[config.mk]
export PLATFORM = sky130hd
export DESIGN_NAME = io_responder
export DESIGN_NICKNAME = d
export VERILOG_FILES = /design/src/rtl/io_pkg.sv /design/src/rtl/byte_fifo.sv /design/src/rtl/io_responder.sv
export SDC_FILE = /design/constraint.sdc
export NUM_CORES = 1
export LEC_CHECK = 0
export ABC_AREA = 1
export BUFFER_PORTS_ARGS = -buffer_cell sky130_fd_sc_hd__buf_2
export CAP_MARGIN = 20
export CORE_ASPECT_RATIO = 0.7
export CORE_MARGIN = 5
export CORE_UTILIZATION = 40
export DETAILED_ROUTE_END_ITERATION = 12
export GPL_ROUTABILITY_DRIVEN = 0
export HOLD_SLACK_MARGIN = 0.03
export PLACE_DENSITY = 0.52
export SLEW_MARGIN = 20
export SYNTH_ARGS = -nofsm -noshare
export SYNTH_HDL_FRONTEND = slang
export SYNTH_SLANG_ARGS = --single-unit
[constraint.sdc]
create_clock -name CLK -period 2.7 [get_ports CLK]
set_clock_uncertainty 0.05 [all_clocks]
set_input_delay 0.27 -clock CLK [delete_from_list [all_inputs] [get_ports CLK]]
set_output_delay 0.27 -clock CLK [all_outputs]
set_load 0.01 [all_outputs]
[src/rtl/io_pkg.sv]
// Shared types and constants for the IO responder: FSM states, byte width,
// and a saturating counter helper.
package io_pkg;

    localparam int BYTE_W = 8;

    typedef enum logic [2:0] {
        IDLE,
        RD_WAIT,
        WR_WAIT,
        DONE,
        HOLD
    } io_state_e;

    function automatic logic [BYTE_W-1:0] sat_inc(input logic [BYTE_W-1:0] v);
        return (v == {BYTE_W{1'b1}}) ? v : v + BYTE_W'(1);
    endfunction

endpackage

[src/rtl/byte_fifo.sv]
// Byte FIFO with wrap-bit pointers. Exposes the head and the entry behind it
// so a consumer can register the post-pop head in the same cycle.
module byte_fifo
    import io_pkg::*;
#(
    parameter int DEPTH = 16
) (
    input  logic                     clk_i,
    input  logic                     srst_i,
    input  logic                     push_i,
    input  logic [BYTE_W-1:0]        data_i,
    input  logic                     pop_i,
    output logic                     full_o,
    output logic                     empty_o,
    output logic [BYTE_W-1:0]        head_o,
    output logic [BYTE_W-1:0]        next_o,
    output logic [$clog2(DEPTH):0]   level_o
);

    localparam int AW = $clog2(DEPTH);

    logic [BYTE_W-1:0] mem_q [DEPTH];
    logic [AW:0]       wr_ptr_q;
    logic [AW:0]       rd_ptr_q;
    logic [AW-1:0]     rd_idx;
    logic [AW-1:0]     rd_nxt_idx;
    logic              do_push;
    logic              do_pop;

    assign rd_idx     = rd_ptr_q[AW-1:0];
    assign rd_nxt_idx = rd_idx + AW'(1);

    assign empty_o = (wr_ptr_q == rd_ptr_q);
    assign full_o  = (wr_ptr_q[AW-1:0] == rd_ptr_q[AW-1:0]) &&
                     (wr_ptr_q[AW] != rd_ptr_q[AW]);
    assign level_o = wr_ptr_q - rd_ptr_q;
    assign head_o  = mem_q[rd_idx];
    assign next_o  = mem_q[rd_nxt_idx];

    // A pop frees the slot the push lands in, so full+pop still accepts.
    assign do_pop  = pop_i && !empty_o;
    assign do_push = push_i && (!full_o || do_pop);

    always_ff @(posedge clk_i) begin
        if (srst_i) begin
            wr_ptr_q <= '0;
            rd_ptr_q <= '0;
        end else begin
            if (do_push) wr_ptr_q <= wr_ptr_q + (AW+1)'(1);
            if (do_pop)  rd_ptr_q <= rd_ptr_q + (AW+1)'(1);
        end
    end

    always_ff @(posedge clk_i) begin
        if (do_push) mem_q[wr_ptr_q[AW-1:0]] <= data_i;
    end

endmodule

[src/rtl/io_responder.sv]
// Processor IO handshake to UART byte-stream bridge with RX/TX FIFOs.
// Define IO_OVERRUN_EN to add the sticky rx_overrun flag and rx_drop_cnt.
module io_responder
    import io_pkg::*;
#(
    parameter int RX_DEPTH = 16,
    parameter int TX_DEPTH = 16
) (
    input  logic              CLK,
    input  logic              RST,
    input  logic              io_read_req,
    input  logic              io_write_req,
    input  logic [BYTE_W-1:0] io_wdata,
    output logic              io_ready,
    output logic              io_done,
    output logic [BYTE_W-1:0] io_rdata,
    input  logic              rx_valid,
    input  logic [BYTE_W-1:0] rx_data,
    output logic              tx_valid,
    output logic [BYTE_W-1:0] tx_data,
    input  logic              tx_ready
`ifdef IO_OVERRUN_EN
    ,
    output logic              rx_overrun,
    output logic [BYTE_W-1:0] rx_drop_cnt
`endif
);

    localparam int RX_AW = $clog2(RX_DEPTH);
    localparam int TX_AW = $clog2(TX_DEPTH);

    io_state_e         state_q;
    logic              io_ready_q;
    logic              io_done_q;
    logic [BYTE_W-1:0] io_rdata_q;
    logic [BYTE_W-1:0] wbyte_q;
    logic              tx_valid_q;
    logic [BYTE_W-1:0] tx_data_q;
    logic              tx_valid_d;

    logic              rx_full, rx_empty, tx_full, tx_empty;
    logic [BYTE_W-1:0] rx_head, rx_next, tx_head, tx_next;
    logic [RX_AW:0]    rx_level;
    logic [TX_AW:0]    tx_level;
    logic              rx_pop, tx_push, tx_pop;

    assign rx_pop  = (state_q == RD_WAIT) && !rx_empty;
    assign tx_push = (state_q == WR_WAIT) && !tx_full;
    assign tx_pop  = tx_valid_q && tx_ready;

    byte_fifo #(.DEPTH(RX_DEPTH)) u_rx_fifo (
        .clk_i   (CLK),
        .srst_i  (RST),
        .push_i  (rx_valid),
        .data_i  (rx_data),
        .pop_i   (rx_pop),
        .full_o  (rx_full),
        .empty_o (rx_empty),
        .head_o  (rx_head),
        .next_o  (rx_next),
        .level_o (rx_level)
    );

    byte_fifo #(.DEPTH(TX_DEPTH)) u_tx_fifo (
        .clk_i   (CLK),
        .srst_i  (RST),
        .push_i  (tx_push),
        .data_i  (wbyte_q),
        .pop_i   (tx_pop),
        .full_o  (tx_full),
        .empty_o (tx_empty),
        .head_o  (tx_head),
        .next_o  (tx_next),
        .level_o (tx_level)
    );

    logic unused_rx;
    assign unused_rx = ^{rx_next, rx_level, rx_full};

    // io_ready_q tracks "next state is IDLE"; only IDLE and HOLD can get there.
    always_ff @(posedge CLK) begin
        if (RST) begin
            state_q    <= IDLE;
            io_ready_q <= 1'b0;
            io_done_q  <= 1'b0;
            io_rdata_q <= '0;
            wbyte_q    <= '0;
        end else begin
            io_done_q  <= 1'b0;
            io_ready_q <= 1'b0;
            case (state_q)
                IDLE: begin
                    if (io_read_req) begin
                        state_q <= RD_WAIT;
                    end else if (io_write_req) begin
                        wbyte_q <= io_wdata;
                        state_q <= WR_WAIT;
                    end else begin
                        io_ready_q <= 1'b1;
                    end
                end
                RD_WAIT: begin
                    if (rx_pop) begin
                        io_rdata_q <= rx_head;
                        io_done_q  <= 1'b1;
                        state_q    <= DONE;
                    end
                end
                WR_WAIT: begin
                    if (tx_push) begin
                        io_done_q <= 1'b1;
                        state_q   <= DONE;
                    end
                end
                DONE: state_q <= HOLD;
                HOLD: begin
                    if (!io_read_req && !io_write_req) begin
                        io_ready_q <= 1'b1;
                        state_q    <= IDLE;
                    end
                end
                default: state_q <= IDLE;
            endcase
        end
    end

    // Outputs show the head after this cycle's pop but before this cycle's push,
    // so a fresh byte becomes visible one cycle after it lands in the FIFO.
    assign tx_valid_d = tx_pop ? (tx_level > (TX_AW+1)'(1)) : !tx_empty;

    always_ff @(posedge CLK) begin
        if (RST) begin
            tx_valid_q <= 1'b0;
            tx_data_q  <= '0;
        end else begin
            tx_valid_q <= tx_valid_d;
            if (tx_valid_d) tx_data_q <= tx_pop ? tx_next : tx_head;
        end
    end

`ifdef IO_OVERRUN_EN
    logic              rx_overrun_q;
    logic [BYTE_W-1:0] rx_drop_cnt_q;
    logic              rx_drop;

    assign rx_drop = rx_valid && rx_full && !rx_pop;

    always_ff @(posedge CLK) begin
        if (RST) begin
            rx_overrun_q  <= 1'b0;
            rx_drop_cnt_q <= '0;
        end else if (rx_drop) begin
            rx_overrun_q  <= 1'b1;
            rx_drop_cnt_q <= sat_inc(rx_drop_cnt_q);
        end
    end

    assign rx_overrun  = rx_overrun_q;
    assign rx_drop_cnt = rx_drop_cnt_q;
`endif

    assign io_ready = io_ready_q;
    assign io_done  = io_done_q;
    assign io_rdata = io_rdata_q;
    assign tx_valid = tx_valid_q;
    assign tx_data  = tx_data_q;

endmodule

==> results of run 1 <==
[critical path: cells and delay by family, from the launching register on]
family	cells	cell delay (ps)
and+or+nand+nor	4	710
DFF	1	480
adders and majority gates	1	350
AOI/OAI and AO/OA	1	230
buffers and inverters	1	190
[path summary, 6_finish.rpt]
kind	start	end	slack [ps]	cells after the start
setup / recovery	u_tx_fifo.wr_ptr_q[2]$_SDFFE_PP0P_	u_tx_fifo.mem_q[12][1]$_DFFE_PP_	370	7
hold / removal	rx_valid	u_rx_fifo.wr_ptr_q[0]$_SDFFE_PP0P_	60	3
setup reg to reg	u_tx_fifo.wr_ptr_q[2]$_SDFFE_PP0P_	u_tx_fifo.mem_q[12][1]$_DFFE_PP_	370	7
hold reg to reg	u_tx_fifo.wr_ptr_q[4]$_SDFFE_PP0P_	u_tx_fifo.wr_ptr_q[4]$_SDFFE_PP0P_	430	1
[state kept, by name (all words and copies together), names as in the netlist, 3 cells and up, named ones only]
name	flops
io_rdata	8
state_q	3
tx_data	8
u_rx_fifo.mem_q	128
u_rx_fifo.rd_ptr_q	5
u_rx_fifo.wr_ptr_q	5
u_tx_fifo.mem_q	128
u_tx_fifo.rd_ptr_q	5
u_tx_fifo.wr_ptr_q	5
wbyte_q	8
[layer usage]
layer,vias up,share of wire,global-route usage
li1,5253,-,-
met3,59,0.083,0.0404
met1,5372,0.50,0.351
met2,425,0.39,0.281
met4,2,0.020,0.0439
met5,-,0.0020,0.0158
[power groups by stage]
stage	Clock, mW	Sequential (mW)	Combinational [mW]
after global placement	0	5.99	3.43
after floorplan	0	5.87	2.27
final	4.19	5.88	3.52
after CTS	4.29	5.89	3.46
after detailed placement	0	5.99	3.44
after global routing	4.50	5.91	3.85
[what timing repair did]
item                                   in CTS  in global routing
hold buffers                                8                  0
resized for setup                           0                  0
endpoints found under the hold margin       8                  0
[logic make-up (layout without fill, tap and decap cells)]
family,after synthesis,after routing,share of synthesized area
other,0,1,0
DFF,310,310,0.611
AOI/OAI and AO/OA,181,181,0.0708
buffers and inverters,258,346,0.0750
and+or+nand+nor,749,749,0.224
adders and majority gates,15,15,0.0136
xor gates and xnor gates,8,8,0.00541
[area by class of cell]
class                   count  share of cell area
diodes                      1            0.000154
clock buffers              46              0.0548
clock inverters            11             0.00515
inverters                 179              0.0413
multi-input cells         953               0.277
flip-flops and latches    310               0.539
well taps                 480              0.0369
repair buffers            110              0.0466
[synth_stat cells (4+ instances only)]
cell type                  number
sky130_fd_sc_hd__nor2_1       141
sky130_fd_sc_hd__buf_4          5
sky130_fd_sc_hd__clkbuf_1      31
sky130_fd_sc_hd__o221ai_1       8
sky130_fd_sc_hd__a21oi_1       37
sky130_fd_sc_hd__inv_2         13
sky130_fd_sc_hd__xor2_1         4
sky130_fd_sc_hd__o21ai_1       10
sky130_fd_sc_hd__nand3_1      261
sky130_fd_sc_hd__nor3_1         6
sky130_fd_sc_hd__buf_6          6
sky130_fd_sc_hd__ha_1          14
sky130_fd_sc_hd__o21ai_0       89
sky130_fd_sc_hd__nand2_1      326
sky130_fd_sc_hd__o22ai_1       18
sky130_fd_sc_hd__dfxtp_1       54
sky130_fd_sc_hd__edfxtp_1     256
sky130_fd_sc_hd__inv_1        165
sky130_fd_sc_hd__buf_2         35
sky130_fd_sc_hd__o211ai_1      17
==> flow_results.org, run 1 <==
** Yosys
- Post-synthesis cell type with the largest combined area :: sky130_fd_sc_hd__edfxtp_1
- The synthesized netlist contains 35 unique library cells.
- After synthesis, the cell types taking the most area are sky130_fd_sc_hd__edfxtp_1, sky130_fd_sc_hd__nand3_1, sky130_fd_sc_hd__nand2_1.
- The number of nets in the synthesized netlist is 1,558.
- For this run, asynchronously set or reset flops after synthesis account for 0.
- Register bit total from synthesis :: 310
- Synthesis produced a netlist whose cell count is 1,521.
- Number of flops mapped to enable cells by yosys :: 256
- The share of synthesized area in the top cell type comes to 0.536.
- The mapped netlist covers 0.0144 sq mm.
- The most used flip-flop cell after synthesis is sky130_fd_sc_hd__edfxtp_1.
- Averaged over all synthesized cells, the footprint is 9.43 sq um.
- Sequential fraction of the synthesis area :: 0.611
- Warnings from Yosys :: 0

** Placement
- Post-Place Setup Slack :: 421 ps
- Summed over all nets, the half-perimeter wirelength after detailed placement is 29.2 mm.
- Post-placement cell area :: 0.0152 sq mm
- After detailed placement, the design holds a cell count of 2,024.
- Quantity of I/O buffers inserted on ports :: 40

** Clock network
- Clock root buffer master :: sky130_fd_sc_hd__clkbuf_16
- The clock drives 310 sinks.
- The longest clock path from root to sink contains 3 buffers.
- Max H-tree Level :: 1
- At the later pin of the worst-skew pair, clock insertion delay measures 570 ps.
- TritonCTS built the clock tree.
- Clock-pin slew on the worst setup and hold paths :: 70 ps
- Post-CTS setup-driven buffer insertion count :: 0
- Total CTS buffers :: 31

** Route
- DRC errors left :: 0
- The first detailed-routing pass ran for 6 iterations.
- Vias per std cell :: 5.32
- Summed over all layers, the routed wires come to 43.2 mm.
- Vias :: 11,111
- Mean routed wirelength per cell :: 20.7 um
- Remaining antenna violation count after routing :: 0
- Initial DRC count :: 1,231

** Timing
- Setup violations remaining at the end of the flow were counted as 0.
- Setup slack closes at 366 ps.
- Setup total negative slack on the finished layout was measured at 0 ps.
- Measured against its own limit, the worst slew margin works out to 0.280.
- Counting I/O delays and the setup requirement, the final critical path takes 2330 ps.
- Top achievable clock speed :: 428 MHz
- The count of final hold-check violations was 0.
- Setup repair after global routing left no endpoint under its margin.
- Final hold analysis gives a worst-case slack of 60.0 ps.
- The max-slew violation count is 0.
- In the finished design, the share of the clock period the worst path needs comes to 0.864.
- Pin slew with the least headroom to its limit :: 1080 ps

** Final layout
- Reg area :: 0.00877 sq mm
- The library cells used most frequently in the layout, excluding fill and tap cells, are sky130_fd_sc_hd__nand2_1, sky130_fd_sc_hd__nand3_1, sky130_fd_sc_hd__edfxtp_1.
- Most frequent standard cell in the layout excluding fill and tap cells :: sky130_fd_sc_hd__nand2_1
- After routing the design area is 0.0163 sq mm.
- In the final layout, the multi-input gates occupy 0.00451 sq mm.
- Fraction of final layout cells sized beyond drive strength 1 :: 0.109
- The count of cells in the finished layout, fillers not included, comes to 2,090.
- Area growth syn-to-layout :: 13.5%
- Net count of the finished layout :: 1,622
- Core Util, Final :: 0.456
- Counting the fill cells in the layout gives 3,406.

** Critical path
- Data arrival time at the worst-slack endpoint :: 2550 ps
- Most frequent CP cell :: sky130_fd_sc_hd__nand2_1
- On the worst path, the slowest cell contributes a delay of 480 ps.
- Sort of element at the end of the critical path :: register
- In this run the worst path has a maximum fanout of 7.
- CP max-delay cell :: sky130_fd_sc_hd__dfxtp_1
- Critical path launch point type :: register
- Traced cell by cell, the critical path runs through ha_1 -> nand2_1 -> nor2_4 -> a21oi_4 -> nand2_1 -> nor2_1 -> buf_4.
- For the worst setup path, the data required time is 2920 ps.
- Class of the most critical setup path :: reg -> reg

** Power and ir drop
- The analysis attributes to net switching a power of 4.60 mW.
- Clk network pwr share :: 0.308
- The worst-case IR drop observed on VDD is 0.495 mV.
- Part of the power in combinational logic :: 0.259
- For this design the ratio of total power to cell area is 834 mW/mm^2.
- For this design the static power due to leakage is 6.51 nW.
- Of the total power, the share spent switching nets is 0.338.
- The internal portion of the total power is 8.99 mW.
- Pwr Total :: 13.6 mW
- Part of the power in registers :: 0.433

** Floorplan
- Top-level port count :: 41
- The die is 168 um tall.
- The initialized floorplan defines 58 standard-cell rows.
- Floorplan Core Area :: 0.0357 sq mm
- Width of the die :: 236 um
- Die Outline Area :: 0.0398 sq mm
- Initial Utilization :: 0.402

** Run status
- The run finished with clean final reports.

** Global routing
- For this run the aggregate overflow at the end of global routing stands at 0.
- Initial antenna violation count :: 1
- For this run, the total global-route usage over all layers was measured as 0.211.
- Largest net degree at the start of global routing :: 53
- The via count of the first global-routing pass was 10,335.
- The first global-routing pass estimated 64.9 mm of wire.

** Flow run
- Max-cap check violation count :: 0

** Min path
- HP Class :: in -> reg
Power figures use the tool's default switching activity.
==> inputs of run 2 (changes only) <==
--- a/config.mk
+++ b/config.mk
@@ -14,7 +14,7 @@
 export DETAILED_ROUTE_END_ITERATION = 12
 export GPL_ROUTABILITY_DRIVEN = 0
 export HOLD_SLACK_MARGIN = 0.03
-export PLACE_DENSITY = 0.52
+export PLACE_DENSITY = 0.61
 export SLEW_MARGIN = 20
 export SYNTH_ARGS = -nofsm -noshare
 export SYNTH_HDL_FRONTEND = slang
==> run 2 against run 1 <==
  * Design area rose by 0.62%
  * Setup slack improved by 80 ps
  * Via count rose by 1.4%
  * Flip-flop and latch count did not move
  * Clock power rose by 9.5%
  * Count of clock-buffer cells in the layout rose by 2
  * Maximum frequency rose by 3.6%
  * First-iteration DRC count rose by 30%
  * Global-route usage fell by 0.97 points
  * Critical path type unchanged
  * Highest routed layer is now met4
==> flow_results.org, run 2 (synthesis gave the netlist of run 1 again) <==
** Timing
- Fin crit period :: 2250 ps
- Setup repair after global routing missed its margin :: no
- Worst max-slew margin expressed relative to the limit :: 0.340
- Setup violations remaining at the end of the flow were counted as 0.
- Derived from the worst setup path, the maximum achievable clock frequency is 444 MHz.
- Final worst hold slack :: 50.5 ps
- Pin slew with the least headroom to its limit :: 988 ps
- The max-slew violation count was 0.
- Of the available clock period, the critical path in the final layout requires 0.835.
- Hold Vio Cnt, Final :: 0
- In the post-route analysis, the smallest setup slack over all paths is 446 ps.
- Setup TNS :: 0 ps

** Final layout
- Of the cells placed in the final design, the portion with a size suffix greater than 1 is 0.107.
- Summing all flip-flop and latch instances after layout gives 0.00877 sq mm.
- Net count of the finished layout :: 1,619
- Leaving out fill and tap cells, the most frequent cells in the layout are sky130_fd_sc_hd__nand2_1, sky130_fd_sc_hd__nand3_1, sky130_fd_sc_hd__edfxtp_1.
- The area growth from synthesis to layout is 14.2%.
- The multi-input combinational cells in the finished layout cover a total of 0.00451 sq mm.
- Filler cells :: 3,366
- The number of antenna diodes in the final layout is 0.
- Final instance area :: 0.0164 sq mm
- Most frequent standard cell in the layout excluding fill and tap cells :: sky130_fd_sc_hd__nand2_1

** Placement
- Detailed placement finished with a half-perimeter wire length of 27.4 mm.
- OpenSTA, run right after detailed placement, puts the worst setup slack at 471 ps.
- Post-placement cell area :: 0.0152 sq mm
- Buffers placed on the I/O ports in this run total 40.

** Critical path
- For the worst setup path, the data arrival time is 2440 ps.
- Worst r2r dst :: u_tx_fifo.mem_q[7][5]$_DFFE_PP_
- On the critical path the largest part of the delay comes from simple AND/OR/NAND/NOR gates.
- Class of the most critical setup path :: reg -> reg
- The signal on the critical path passes through inv_1 -> ha_1 -> nand2_1 -> nor2_4 -> a21oi_4 -> inv_2 -> nor2_1 -> inv_1 -> nor2_1 -> buf_4.
- For this design, the slowest cell found on the critical path is sky130_fd_sc_hd__dfxtp_1.
- The worst setup path is captured at a register.
- Reg2reg path depth :: 10
- The worst setup path is launched from a register.
- Crit path largest cell delay :: 390 ps
- Total buffers and inverters traversed by the critical path :: 4
- R2r setup slk :: 450 ps
- For the worst setup path, the data required time is 2890 ps.
- In this run the critical register-to-register path is launched from u_tx_fifo.rd_ptr_q[2]$_SDFFE_PP0P_.
- CP max FO :: 8

** Clock network
- CTS tree :: yes
- The later pin in the worst-skew pair is clocked with a latency of 540 ps.
- Gates resized during post-CTS repair numbered 0.
- The longest clock path from root to sink contains 3 buffers.
- Buffers inserted to repair hold after CTS numbered 8.
- Clock-pin slew on the worst setup and hold paths :: 60 ps
- Sink count of the clock tree :: 310
- Post-CTS setup-driven buffer insertion count :: 0
- Total CTS buffers :: 34
- Clock root buffer master :: sky130_fd_sc_hd__clkbuf_16
- CTS built an H-tree with a depth of 2.

** Min path
- Worst Hold Path EP :: io_ready$_SDFF_PP0_
- Hold Path Cell Cnt :: 4
- Hold_sp :: io_write_req
- HP Class :: in -> reg

** Route
- DRC errors left :: 0
- After detailed routing, the average wire length per cell comes to 19.7 um.
- Dividing the detail-routed via count by the number of cells gives 5.40.
- Drt total wl :: 41.1 mm
- Remaining antenna violation count after routing :: 0
- For this block, the via count after detailed routing is 11,270.
- Initial DRC count :: 1,606
- Detailed-router iteration count before antenna repair :: 6

** Global routing
- Entering global routing, the biggest net connects 65 pins.
- First-pass GRT wire length :: 62.3 mm
- Across every metal layer, demand over resource in global routing totals 0.202.
- Initial antenna violation count :: 0
- Vias in the first global route :: 10,105
- Total congestion overflow after global routing :: 0

** Floorplan
- Initial Utilization :: 0.402
- In this run the count of I/O pins placed on the die edge is 41.
- Row generation in the floorplan step produced 58 rows.
- Die boundary height :: 168 um
- The die is 236 um wide.
- The floorplan step defined a die boundary enclosing 0.0398 sq mm.
- The floorplan step defined a core boundary enclosing 0.0357 sq mm.

** Power and ir drop
- Worst VDD drop :: 0.470 mV
- Of the total power, registers draw 0.420.
- For this design the ratio of total power to cell area is 853 mW/mm^2.
- Internal power :: 9.31 mW
- NetSw :: 4.66 mW
- Pwr Total :: 14.0 mW
- Of the total power, the share spent switching nets is 0.334.
- Static leakage :: 6.56 nW
- Part of the power in combinational logic :: 0.251
- Clk network pwr share :: 0.329

** Run status
- Run status :: complete, no violations

** Flow run
- Max-cap violations in this run came to 0.
run 2: worst max-delay path by stage:
stage                                                   from                               end  slack, ps  cells past startpoint
after CTS                 u_tx_fifo.rd_ptr_q[2]$_SDFFE_PP0P_   u_tx_fifo.mem_q[7][5]$_DFFE_PP_        460                     10
after floorplan           u_tx_fifo.rd_ptr_q[2]$_SDFFE_PP0P_  u_tx_fifo.mem_q[11][0]$_DFFE_PP_        520                      9
final                     u_tx_fifo.rd_ptr_q[2]$_SDFFE_PP0P_   u_tx_fifo.mem_q[7][5]$_DFFE_PP_        450                     10
after global routing      u_tx_fifo.wr_ptr_q[0]$_SDFFE_PP0P_           tx_data[1]$_SDFFE_PP0P_        270                     11
after detailed placement  u_tx_fifo.rd_ptr_q[2]$_SDFFE_PP0P_   u_tx_fifo.mem_q[7][1]$_DFFE_PP_        470                     10
after global placement    u_tx_fifo.rd_ptr_q[2]$_SDFFE_PP0P_   u_tx_fifo.mem_q[7][3]$_DFFE_PP_        510                     10
run 2: area by class of cell:
type | count | share of cell area
flip-flops and latches | 310 | 0.535
multi-input cells | 953 | 0.275
clock buffers | 48 | 0.0583
repair buffers | 104 | 0.0458
inverters | 179 | 0.0410
well taps | 480 | 0.0366
clock inverters | 13 | 0.00809
run 2: routing by layer:
layer,global-route usage,up-vias,part of all wire
met2,0.262,576,0.39
li1,-,5259,-
met4,0.0429,0,0.017
met1,0.341,5374,0.49
met3,0.0391,61,0.11
met5,0,-,0
run 2: per-stage QoR:
step                      instances   util
after global placement         2018  0.426
after CTS                      2087  0.459
final                          2087  0.459
after detailed placement       2018  0.426
after floorplan                1521      -
after global routing           2087  0.459
run 2: worst register-to-register path: cells and delay by family (launching register included):
family                   cells  cell delay (ps)
adder cells (fa/ha/maj)      1              360
buffers and inverters        4              440
AND/OR/NAND/NOR              4              480
flip-flops                   1              390
AO/OA/AOI/OAI                1              220
run 2: power by group through the flow:
stage	registers, mW	clock network, mW	logic [mW]
2_1_floorplan	5.87	0	2.27
3_3_place_gp	5.96	0	3.38
3_5_place_dp	5.96	0	3.43
4_1_cts	5.86	4.67	3.44
5_1_grt	5.90	4.88	3.85
6_report	5.87	4.59	3.51
